[config.mk]
export PLATFORM = sky130hd
export DESIGN_NAME = button_conditioner
export DESIGN_NICKNAME = d
export VERILOG_FILES = /design/src/rtl/button_conditioner.sv
export SDC_FILE = /design/constraint.sdc
export NUM_CORES = 1
export LEC_CHECK = 0
export ABC_AREA = 1
export ABC_CLOCK_PERIOD_IN_PS = 17200
export BUFFER_PORTS_ARGS = -buffer_cell sky130_fd_sc_hd__buf_2
export CORE_UTILIZATION = 60
export CTS_BUF_LIST = sky130_fd_sc_hd__clkbuf_4
export DETAILED_ROUTE_END_ITERATION = 6
export HOLD_SLACK_MARGIN = 0.02
export PLACE_DENSITY = 0.77
export REMOVE_ABC_BUFFERS = 1
export SLEW_MARGIN = 20
export SYNTH_ARGS = -nofsm -noshare
export SYNTH_HDL_FRONTEND = slang
export SYNTH_SLANG_ARGS = --single-unit
[constraint.sdc]
create_clock -name clk -period 17.2 [get_ports clk]
set_clock_uncertainty 0.05 [all_clocks]
set_input_delay 3.44 -clock clk [delete_from_list [all_inputs] [get_ports clk]]
set_output_delay 3.44 -clock clk [all_outputs]
set_load 0.005 [all_outputs]
[src/rtl/button_conditioner.sv]
// button_conditioner: per-channel synchronizer, debouncer, press/release
// edge pulses and optional auto-repeat for a bank of push buttons.
module button_conditioner #(
  parameter int               N_BTN           = 4,
  parameter int               DEBOUNCE_CYCLES = 250000,
  parameter int               REPEAT_DELAY    = 6250000,
  parameter int               REPEAT_PERIOD   = 2500000,
  parameter logic [N_BTN-1:0] REPEAT_MASK     = 4'b0111
) (
  input  logic             clk,
  input  logic             reset,
  input  logic [N_BTN-1:0] btn_raw,
  output logic [N_BTN-1:0] btn_level,
  output logic [N_BTN-1:0] btn_press,
  output logic [N_BTN-1:0] btn_release
);

  // Debounce counter only ever holds 0..DEBOUNCE_CYCLES-1.
  localparam int DB_W    = (DEBOUNCE_CYCLES > 1) ? $clog2(DEBOUNCE_CYCLES) : 1;
  localparam int RPT_MAX = (REPEAT_DELAY > REPEAT_PERIOD) ? REPEAT_DELAY : REPEAT_PERIOD;
  localparam int RPT_W   = (RPT_MAX > 1) ? $clog2(RPT_MAX) : 1;

  localparam logic [DB_W-1:0]  DB_LAST     = DB_W'(DEBOUNCE_CYCLES - 1);
  localparam logic [RPT_W-1:0] DELAY_LAST  = RPT_W'(REPEAT_DELAY - 1);
  localparam logic [RPT_W-1:0] PERIOD_LAST = RPT_W'(REPEAT_PERIOD - 1);

  typedef enum logic [1:0] {
    IDLE   = 2'd0,
    DELAY  = 2'd1,
    REPEAT = 2'd2
  } rpt_state_t;

  logic [N_BTN-1:0] sync_p0;
  logic [N_BTN-1:0] sync_p1;
  logic [DB_W-1:0]  db_cnt [N_BTN];
  logic [N_BTN-1:0] differ;
  logic [N_BTN-1:0] toggle;
  logic [N_BTN-1:0] rise;
  logic [N_BTN-1:0] fall;

  rpt_state_t       state_q [N_BTN];
  rpt_state_t       state_d [N_BTN];
  logic [RPT_W-1:0] rpt_cnt [N_BTN];
  logic [N_BTN-1:0] rpt_clr;
  logic [N_BTN-1:0] rpt_pulse;

  // Stage p0/p1: two-flop synchronizer for the asynchronous button inputs.
  always_ff @(posedge clk or posedge reset) begin
    if (reset) begin
      sync_p0 <= '0;
      sync_p1 <= '0;
    end else begin
      sync_p0 <= btn_raw;
      sync_p1 <= sync_p0;
    end
  end

  assign differ = sync_p1 ^ btn_level;
  assign rise   = toggle & ~btn_level;
  assign fall   = toggle & btn_level;

  // A channel flips once its new level has persisted for the full count.
  always_comb begin
    toggle = '0;
    for (int i = 0; i < N_BTN; i++) begin
      toggle[i] = differ[i] && (db_cnt[i] == DB_LAST);
    end
  end

  // Debounce counters and accepted level; any match restarts the count.
  always_ff @(posedge clk or posedge reset) begin
    if (reset) begin
      btn_level <= '0;
      for (int i = 0; i < N_BTN; i++) db_cnt[i] <= '0;
    end else begin
      btn_level <= btn_level ^ toggle;
      for (int i = 0; i < N_BTN; i++) begin
        if (!differ[i] || toggle[i]) db_cnt[i] <= '0;
        else                         db_cnt[i] <= db_cnt[i] + DB_W'(1);
      end
    end
  end

  // Repeat FSM next state; a falling level overrides everything silently.
  always_comb begin
    rpt_clr   = '0;
    rpt_pulse = '0;
    for (int i = 0; i < N_BTN; i++) begin
      state_d[i] = state_q[i];
      if (fall[i]) begin
        state_d[i] = IDLE;
        rpt_clr[i] = 1'b1;
      end else begin
        case (state_q[i])
          IDLE: begin
            if (rise[i] && REPEAT_MASK[i]) begin
              state_d[i] = DELAY;
              rpt_clr[i] = 1'b1;
            end
          end
          DELAY: begin
            if (rpt_cnt[i] == DELAY_LAST) begin
              state_d[i]   = REPEAT;
              rpt_pulse[i] = 1'b1;
              rpt_clr[i]   = 1'b1;
            end
          end
          REPEAT: begin
            if (rpt_cnt[i] == PERIOD_LAST) begin
              rpt_pulse[i] = 1'b1;
              rpt_clr[i]   = 1'b1;
            end
          end
          default: begin
            state_d[i] = IDLE;
            rpt_clr[i] = 1'b1;
          end
        endcase
      end
    end
  end

  // Repeat FSM state and timing counters; counter parks at 0 while idle.
  always_ff @(posedge clk or posedge reset) begin
    if (reset) begin
      for (int i = 0; i < N_BTN; i++) begin
        state_q[i] <= IDLE;
        rpt_cnt[i] <= '0;
      end
    end else begin
      for (int i = 0; i < N_BTN; i++) begin
        state_q[i] <= state_d[i];
        if (rpt_clr[i] || (state_q[i] == IDLE)) rpt_cnt[i] <= '0;
        else                                    rpt_cnt[i] <= rpt_cnt[i] + RPT_W'(1);
      end
    end
  end

  // Stage p2: registered pulses, aligned with the level change.
  always_ff @(posedge clk or posedge reset) begin
    if (reset) begin
      btn_press   <= '0;
      btn_release <= '0;
    end else begin
      btn_press   <= rise | rpt_pulse;
      btn_release <= fall;
    end
  end

endmodule
==> flow_metrics.env, run 1 <==
export IMPL_fin_ws_ns=12.57
export IMPL_nNetsFinal=1241
export IMPL_relSlewSlack=0.487
export IMPL_yosys_top_cells_area="dfrtp_1, nand2_1, nor2_1, inv_1, xor2_1"
export IMPL_synth_seq_cells=167
export IMPL_path_max_fanout=5
export IMPL_grt_antenna_before_repair=1
export IMPL_placementRows=45
export IMPL_p_leak_uw=0.00430
export IMPL_critPathBufInv=1
export IMPL_worstPathRequired_ns=13.71
export IMPL_syn_cell_area_um2=9350
export IMPL_p_sw_frac=0.240
export IMPL_utilization=0.650
export IMPL_routed_wirelength_um=17100
export IMPL_portBuffers=17
export IMPL_htree_num_levels=4
export IMPL_p_int_uw=501
export IMPL_final_min_clock_period_ns=4.63
export IMPL_ios=18
export IMPL_stdcell_count=1414
export IMPL_cp_slowest_cell="dfrtp_1"
export IMPL_endpoint_kind="output pin"
export IMPL_timing_fmax_ghz=0.216
export IMPL_grt_first_pass_wirelength_um=30700
export IMPL_cts_resized=0
export IMPL_dp_cells=1381
export IMPL_grt_setup_unrepaired="no"
export IMPL_dpl_hpwl_um=12400
export IMPL_die_w_um=127
export IMPL_critical_path_max_stage_delay_ns=0.44
export IMPL_worst_pin_slew_ns=0.770
export IMPL_dieArea_um2=16100
export IMPL_pwr_share_clk=0.369
export IMPL_place_ws_ns=11.88
export IMPL_drt_iter0_drc=563
export IMPL_routedWlPerCell_um=12.1
export IMPL_root_buffer="clkbuf_4"
export IMPL_finalSetupViolations=0
export IMPL_yosys_area_top_type="dfrtp_1"
export IMPL_areaGrowthSynthToFinish_pct=5.71
export IMPL_crit_family="flip-flops"
export IMPL_p_switching_uw=158
export IMPL_syn_instance_count=1187
export IMPL_fill_cells=1348
export IMPL_postRouteAntennaNets=0
export IMPL_tns_ns=0
export IMPL_p_per_area_nw_per_um2=66.6
export IMPL_drv_cap=0
export IMPL_cts_tree="done"
export IMPL_route_detailed_drc=0
export IMPL_avgSynthCellArea_um2=7.88
export IMPL_ir_drop_mv=0.0540
export IMPL_core_region_area_um2=15200
export IMPL_yosys_warnings=0
export IMPL_numClockSinks=167
export IMPL_overflow=0
export IMPL_die_h_um=127
export IMPL_combPwrFrac=0.026
export IMPL_post_cts_buffers=0
export IMPL_globalRouteTotalUtil=0.235
export IMPL_cts_hold_buf=0
export IMPL_synth_distinct_cells=40
export IMPL_finalHoldViolations=0
export IMPL_grt_max_degree=87
export IMPL_first_global_vias=6921
export IMPL_gp_congestion=0.936
export IMPL_drt_first_pass_iters=5
export IMPL_cts_made_buffers=17
export IMPL_via_count=7421
export IMPL_crit_path_cell_trace="buf_2"
export IMPL_power_frac_seq=0.605
export IMPL_hp_class="register to register"
export IMPL_clk_path_buf_depth=2
export IMPL_initial_utilization=0.615
export IMPL_critPathKind="register to output pin"
export IMPL_synth_seq_area_share=0.447
export IMPL_clk_latency_ns=0.57
export IMPL_path_clk_slew_ns=0.14
export IMPL_status="complete, no violations"
export IMPL_arrival_ns=1.14
export IMPL_cp_start_kind="register"
export IMPL_period_share=0.269
export IMPL_synth_top_area_share=0.447
export IMPL_routed_via_density=5.25
export IMPL_slew_viol_final=0
export IMPL_drive_gt1_frac=0.0931
[power groups by stage]
| stage | combinational [µW] | clock [µW] | sequential (µW) |
|---|---|---|---|
| CTS | 17.7 | 251 | 399 |
| floorplan | 12.8 | 0 | 406 |
| global route | 20.4 | 266 | 399 |
| detailed placement | 17.7 | 0 | 406 |
| finish | 17.0 | 243 | 399 |
| global placement | 17.4 | 0 | 406 |
[cells in the final DEF (no fill, tap or decap), types with 4 or more instances in the layout]
cell type	n
a21boi_0	4
a21oi_1	18
a31oi_1	5
buf_2	17
clkbuf_4	17
clkinvlp_4	4
dfrtp_1	167
ha_1	23
inv_1	138
inv_2	9
nand2_1	251
nand2_2	4
nand3_1	66
nand3_2	13
nand4_1	32
nor2_1	238
nor2_2	11
nor2_4	8
nor3_1	58
nor3_2	6
nor3b_1	8
o21ai_0	16
xnor2_1	21
xor2_1	55
[worst paths after layout]
check	cells past startpoint	slack, ns	from	to
max in group asynchronous	3	12.91	reset	rpt_cnt[80]
min reg2reg	0	0.32	sync_p0[2]	sync_p1[2]
max reg2reg	8	15.23	db_cnt[18]	rpt_cnt[26]
min	0	0.32	sync_p0[2]	sync_p1[2]
min in group asynchronous	2	2.93	reset	btn_release[0]
max	1	12.57	register	btn_level[3]
[cell usage after synthesis]
| cell | number |
|---|---|
| nand3b_1 | 2 |
| a21boi_0 | 4 |
| ha_1 | 23 |
| a21oi_1 | 18 |
| nor2_2 | 11 |
| nor3_2 | 6 |
| a31oi_1 | 5 |
| nand4_4 | 3 |
| nor3_1 | 58 |
| or2_2 | 1 |
| inv_1 | 139 |
| nor4_2 | 1 |
| buf_2 | 2 |
| nand2_2 | 4 |
| nand3_1 | 66 |
| o21ai_1 | 2 |
| o21bai_1 | 2 |
| nor3b_1 | 8 |
| and3_1 | 2 |
| xnor2_1 | 21 |
| nand3_2 | 13 |
| nand2_1 | 251 |
| inv_2 | 9 |
| dfrtp_1 | 167 |
| o21ai_4 | 1 |
| buf_6 | 7 |
| nor2_4 | 8 |
| nor3b_2 | 1 |
| a31o_2 | 1 |
| o22ai_1 | 1 |
| nand4_2 | 1 |
| xor2_1 | 55 |
| nand2_4 | 2 |
| nand4_1 | 32 |
| nor4_1 | 1 |
| o21ai_2 | 1 |
| buf_4 | 3 |
| clkinv_1 | 1 |
| nor2_1 | 238 |
| o21ai_0 | 16 |
[cells by family (layout without fill, tap and decap cells)]
group	count (synthesis)	in the layout	share of synthesized area
AO/OA/AOI/OAI	51	51	0.0317
XOR/XNOR	76	76	0.0712
adder cells (fa/ha/maj)	23	23	0.0308
buffers and inverters	161	199	0.0717
flip-flops	167	167	0.447
other	0	1	0
AND/OR/NAND/NOR	709	709	0.348
[metal layers]
layer	wire length (µm)	global-route usage	up-vias
met5	0	0	-
met4	214	0.0630	0
met3	546	0.0574	22
met2	7870	0.378	116
met1	8520	0.320	3479
li1	-	-	3804
[worst reg2reg max path, cell delays in order (launching register included)]
cell     delay (ns)
dfrtp_1        0.44
ha_1           0.22
nand3_2        0.13
inv_1          0.11
nand3_2        0.10
nor2_4         0.21
nand2_2        0.12
nand3_2        0.36
nor2_1         0.11
[metrics by stage]
step           hold slack, ns  total power (µW)  cell area [µm²]
6_report                0.315               659             9890
3_5_place_dp            0.287               424             9580
5_1_grt                 0.330               686             9890
2_1_floorplan           0.281               418             9240
4_1_cts                 0.320               667             9880
3_3_place_gp            0.286               423             9580
[cell type report]
cell class / count / area, µm² / area share
clock inverter: 15 / 179 / 0.0181
inverter: 149 / 564 / 0.0571
clock buffer: 17 / 128 / 0.0129
multi-input combinational: 859 / 4500 / 0.456
antenna: 1 / 2.50 / 0.000253
timing repair buffer: 18 / 96.3 / 0.00974
sequential: 167 / 4180 / 0.423
tap: 188 / 235 / 0.0238
[flip-flops by register name, summed over array words and instances, names as in the netlist, named ones only]
signal,count
sync_p0,4
btn_release,4
rpt_cnt,69
btn_press,4
state_q,6
sync_p1,4
db_cnt,72
(Power assumes the default switching activity.)
==> run 2: changes to the inputs <==
- ABC_AREA: 1 -> 0
- ABC_CLOCK_PERIOD_IN_PS: 17200 -> 3800
- CORE_UTILIZATION: 60 -> 59
- PLACE_DENSITY: 0.77 -> 0.79
- clock period: 17.2 -> 3.8 ns (I/O delays scaled with it)
==> flow_metrics.env, run 2 <==
export IMPL_status="complete, no violations"
export IMPL_yosys_area_top_type="dfrtp_1"
export IMPL_cp_start_kind="register"
export IMPL_syn_instance_count=846
export IMPL_nNetsFinal=892
export IMPL_via_count=5884
export IMPL_path_depth=7
export IMPL_drv_cap=0
export IMPL_synth_top_area_share=0.503
export IMPL_largest_register_ff_count=72
export IMPL_synthArstFlopShare=1.00
export IMPL_synth_seq_area_share=0.503
export IMPL_finalHoldViolations=0
export IMPL_avgSynthCellArea_um2=9.83
export IMPL_crit_start="state_q[6]"
export IMPL_postRouteAntennaNets=0
export IMPL_drt_first_pass_iters=5
export IMPL_die_h_um=121
export IMPL_cp_slowest_cell="or4b_1"
export IMPL_finalInstanceArea_um2=8830
export IMPL_clk_latency_ns=0.57
export IMPL_crit_path_cell_trace="inv_1, ha_1, or4b_2, nor3_1, a32oi_1, or4b_1, nor2_1"
export IMPL_synthFlopType="dfrtp_1"
export IMPL_cts_hold_buf=0
export IMPL_cts_made_buffers=17
export IMPL_stdcell_count=1057
export IMPL_yosys_warnings=0
export IMPL_synth_most_common_cell="nor2_1"
export IMPL_overflow=0
export IMPL_critical_path_max_stage_delay_ns=0.70
export IMPL_p_total_uw=2900
export IMPL_dieArea_um2=14600
export IMPL_drt_iter0_drc=429
export IMPL_critPathKind="register to register"
export IMPL_areaGrowthSynthToFinish_pct=6.26
export IMPL_syn_cell_area_um2=8310
export IMPL_path_max_fanout=23
export IMPL_post_cts_buffers=0
export IMPL_crit_family="simple AND/OR/NAND/NOR gates"
export IMPL_yosys_top_cells_area="dfrtp_1, nor2_1, xnor2_1, xor2_1, ha_1"
export IMPL_first_global_vias=5441
export IMPL_grt_antenna_before_repair=1
export IMPL_drive_gt1_frac=0.0719
export IMPL_die_w_um=121
export IMPL_reg2regPathDepth=7
export IMPL_dp_cells=1024
export IMPL_timing_fmax_ghz=0.361
export IMPL_regMostFlops="db_cnt"
export IMPL_globalRouteTotalUtil=0.218
export IMPL_r2r_slack_ns=1.03
export IMPL_synth_distinct_cells=49
export IMPL_critPathCapture="rpt_cnt[82]"
export IMPL_routed_via_density=5.57
export IMPL_r2r_end="rpt_cnt[82]"
export IMPL_p_leak_uw=0.00357
export IMPL_final_min_clock_period_ns=2.77
export IMPL_endpoint_kind="register"
export IMPL_portBuffers=17
export IMPL_final_common_cell="nor2_1"
export IMPL_critPathBufInv=1
export IMPL_fill_cells=1119
export IMPL_period_share=0.729
export IMPL_cts_resized=0
export IMPL_worstPathRequired_ns=4.18
export IMPL_ios=18
export IMPL_slew_viol_final=0
export IMPL_multi_input_area_um2=3930
export IMPL_core_region_area_um2=13800
export IMPL_dpl_instance_area_um2=8560
export IMPL_hold_slack_ns=0.237
export IMPL_initial_utilization=0.601
export IMPL_placementRows=43
export IMPL_htree_num_levels=4
export IMPL_grt_setup_unrepaired="no"
export IMPL_hp_class="primary input to register"
export IMPL_register_area_um2=4180
export IMPL_numClockSinks=167
export IMPL_arrival_ns=3.15
export IMPL_route_detailed_drc=0
export IMPL_p_per_area_nw_per_um2=328
export IMPL_gp_congestion=0.824
export IMPL_synth_edf_count=0
export IMPL_grt_first_pass_wirelength_um=25600
export IMPL_relSlewSlack=0.313
export IMPL_routed_wirelength_um=14700
export IMPL_worst_pin_slew_ns=1.02
export IMPL_root_buffer="clkbuf_4"
export IMPL_dpl_hpwl_um=9970
export IMPL_cts_tree="done"
export IMPL_ir_drop_mv=0.309
export IMPL_final_cell_mix="nor2_1, dfrtp_1, xnor2_1"
export IMPL_synth_seq_cells=167
export IMPL_grt_max_degree=85
export IMPL_path_clk_slew_ns=0.13
export IMPL_tns_ns=0
export IMPL_clk_path_buf_depth=2
export IMPL_top_regs="db_cnt x72, rpt_cnt x69, state_q x6"
export IMPL_routedWlPerCell_um=13.9
export IMPL_finalSetupViolations=0
export IMPL_synthTopCellsByCount="nor2_1, dfrtp_1, xnor2_1"
export IMPL_reg2reg_from="state_q[6]"
## run 2: changes by cell type in the layout (fill, tap and decap cells not counted), moves of 13 or more
cell / before / now
and4_1: 0 / 15
nand2_1: 251 / 49
nand3_2: 13 / 0
nor4_1: 1 / 19
nor2_1: 238 / 170
nor3_1: 58 / 33
inv_1: 138 / 29
xnor2_1: 21 / 67
a21oi_1: 18 / 3
## run 2: power by group
group / internal [µW] / switching, µW
Sequential: 1790 / 14.3
Combinational: 17.2 / 56.1
Clock: 430 / 592
Total: 2240 / 662
## run 2: routing by layer
layer | vias to the layer above | wire length [µm] | track usage
met4 | 0 | 171 | 0.0625
met2 | 100 | 6830 | 0.341
met3 | 18 | 446 | 0.0538
li1 | 2943 | - | -
met5 | - | 0 | 0
met1 | 2823 | 7250 | 0.302
## run 2: how the worst min path moves through the flow
stage / start / endpoint / slack (ns) / cells after the start
finish: btn_raw[1] / sync_p0[1] / 0.24 / 1
global route: btn_raw[2] / sync_p0[2] / 0.17 / 1
CTS: btn_raw[2] / sync_p0[2] / 0.19 / 1
detailed placement: sync_p0[3] / sync_p1[3] / 0.28 / 0
global placement: sync_p0[1] / sync_p1[1] / 0.28 / 0
floorplan: sync_p0[0] / sync_p1[0] / 0.28 / 0
## run 2: logic make-up (layout without fill, tap and decap cells)
group	after synthesis	in the layout	share of synthesized area
XOR/XNOR	130	130	0.137
AND/OR/NAND/NOR	440	440	0.268
flip-flops	167	167	0.503
buffers and inverters	52	82	0.0250
AO/OA/AOI/OAI	33	33	0.0316
multiplexers	1	1	0.00135
adder cells (fa/ha/maj)	23	23	0.0346
other	0	1	0
## run 2: cell type report
class	instances	area share
Multi-Input combinational cell	627	0.445
Antenna cell	1	0.000283
Tap cell	180	0.0255
Clock buffer	23	0.0195
Clock inverter	9	0.0116
Inverter	30	0.0133
Timing Repair Buffer	20	0.0122
Sequential cell	167	0.473
## run 2: through the flow
step,setup slack (ns),utilization
detailed placement,1.04,0.619
floorplan,-1.53,-
finish,1.03,0.639
CTS,1.01,0.639
global placement,1.15,0.619
global route,0.829,0.639
==> run 3: changes to the inputs <==
- ABC_CLOCK_PERIOD_IN_PS: 3800 -> 2540
- clock period: 3.8 -> 2.54 ns (I/O delays scaled with it)
==> flow_metrics.env, run 3 (synthesis gave the netlist of run 2 again) <==
export IMPL_hold_depth=0
export IMPL_postRouteAntennaNets=0
export IMPL_period_share=0.940
export IMPL_top_regs="db_cnt x72, rpt_cnt x69, state_q x6"
export IMPL_finalSetupViolations=0
export IMPL_ir_drop_mv=0.246
export IMPL_cts_made_buffers=17
export IMPL_ios=18
export IMPL_routed_wirelength_um=14700
export IMPL_cp_slowest_cell="or3_1"
export IMPL_hp_class="register to register"
export IMPL_gp_congestion=0.839
export IMPL_routedWlPerCell_um=13.7
export IMPL_reg2regPathDepth=6
export IMPL_worst_pin_slew_ns=0.728
export IMPL_grt_setup_unrepaired="no"
export IMPL_utilization=0.658
export IMPL_arrival_ns=2.84
export IMPL_routed_via_density=5.58
export IMPL_grt_antenna_before_repair=1
export IMPL_drt_first_pass_iters=5
export IMPL_place_ws_ns=0.205
export IMPL_critical_path_max_stage_delay_ns=0.47
export IMPL_cts_resized=0
export IMPL_drive_gt1_frac=0.0798
export IMPL_initial_utilization=0.601
export IMPL_portBuffers=17
export IMPL_drv_cap=0
export IMPL_clk_latency_ns=0.57
export IMPL_nNetsFinal=907
export IMPL_globalRouteTotalUtil=0.223
export IMPL_crit_path_cell_trace="ha_1, nand3_1, or3_1, o31a_1, a2111oi_4, a22o_1"
export IMPL_cts_tree="done"
export IMPL_via_count=5976
export IMPL_route_detailed_drc=0
export IMPL_path_max_fanout=7
export IMPL_fin_ws_ns=0.153
export IMPL_r2r_end="state_q[6]"
export IMPL_final_cell_mix="nor2_1, dfrtp_1, xnor2_1"
export IMPL_placementRows=43
export IMPL_p_per_area_nw_per_um2=518
export IMPL_areaGrowthSynthToFinish_pct=9.42
export IMPL_r2r_slack_ns=0.15
export IMPL_clk_path_buf_depth=2
export IMPL_largest_register_ff_count=72
export IMPL_root_buffer="clkbuf_4"
export IMPL_htree_num_levels=4
export IMPL_cp_start_kind="register"
export IMPL_final_common_cell="nor2_1"
export IMPL_tns_ns=0
export IMPL_endpoint_kind="register"
export IMPL_reg2reg_from="db_cnt[54]"
export IMPL_finalHoldViolations=0
export IMPL_critPathKind="register to register"
export IMPL_core_region_area_um2=13800
export IMPL_finalInstanceArea_um2=9100
export IMPL_numClockSinks=167
export IMPL_timing_fmax_ghz=0.419
export IMPL_dpl_hpwl_um=10000
export IMPL_dieArea_um2=14600
export IMPL_die_h_um=121
export IMPL_dpl_instance_area_um2=8680
export IMPL_grt_max_degree=61
export IMPL_worstPathRequired_ns=3.00
export IMPL_final_min_clock_period_ns=2.39
export IMPL_grt_first_pass_wirelength_um=25900
export IMPL_slew_viol_final=0
export IMPL_relSlewSlack=0.510
export IMPL_overflow=0
export IMPL_p_leak_uw=0.00370
export IMPL_drt_iter0_drc=386
export IMPL_first_global_vias=5584
export IMPL_status="complete, no violations"
export IMPL_regMostFlops="db_cnt"
export IMPL_path_clk_slew_ns=0.13
export IMPL_hold_path_startpoint="sync_p0[2]"
export IMPL_die_w_um=121
export IMPL_holdPathEnd="sync_p1[2]"
run 3: cell types whose count changed in the layout (fill, tap and decap cells not counted), sizes merged, moves of 2 or more:
cell         previous run  this run
bufinv                  2         6
buf                    20        30
clkinvlp                2         0
dlygate4sd3             0         5
clkbuf                 23        18
run 3: per-layer routing:
| layer | GRT usage | vias to the layer above | share of wire |
|---|---|---|---|
| met3 | 0.0462 | 24 | 0.028 |
| met4 | 0.0833 | 0 | 0.017 |
| met1 | 0.314 | 2902 | 0.49 |
| met2 | 0.339 | 74 | 0.47 |
| li1 | - | 2976 | - |
| met5 | 0 | - | 0 |
run 3: power by group:
part | total (µW) | switching (µW) | internal [µW]
logic | 122 | 85.3 | 36.2
registers | 2700 | 21.7 | 2680
clock network | 1890 | 909 | 984
run 3: how the worst max path moves through the flow:
stage                     from                          to  slack, ns
CTS                 db_cnt[54]                  state_q[7]       0.16
global route        db_cnt[54]                  state_q[6]       0.04
detailed placement  db_cnt[54]                  state_q[7]       0.21
global placement    db_cnt[54]                  state_q[6]       0.29
floorplan                reset  asynchronous set/reset pin      -2.54
finish              db_cnt[54]                  state_q[6]       0.15
run 3: area by class of cell:
| cell class | count | area (µm²) |
|---|---|---|
| Fill cell | 1094 | 4730 |
| Sequential cell | 167 | 4180 |
| Multi-Input combinational cell | 627 | 3930 |
| Timing Repair Buffer | 35 | 283 |
| Clock inverter | 13 | 228 |
| Tap cell | 180 | 225 |
| Clock buffer | 18 | 135 |
| Inverter | 30 | 118 |
| Antenna cell | 1 | 2.50 |
run 3: repair_timing:
item,CTS,global route
hold buffers,5,0
setup buffers,0,0
hold endpoints to repair,59,0
run 3: worst max-delay path, delay by kind of cell, from the launching register on:
family | cells | cell delay (ns)
AO/OA/AOI/OAI | 3 | 0.93
AND/OR/NAND/NOR | 2 | 0.60
adder cells (fa/ha/maj) | 1 | 0.30
flip-flops | 1 | 0.45
run 3: through the flow:
stage	instances	hold slack (ns)	power, µW
after global placement	1034	0.283	2870
after global routing	1071	0.330	4900
after floorplan	824	0.281	2830
after CTS	1070	0.316	4780
final	1071	0.310	4720
after detailed placement	1034	0.286	2870
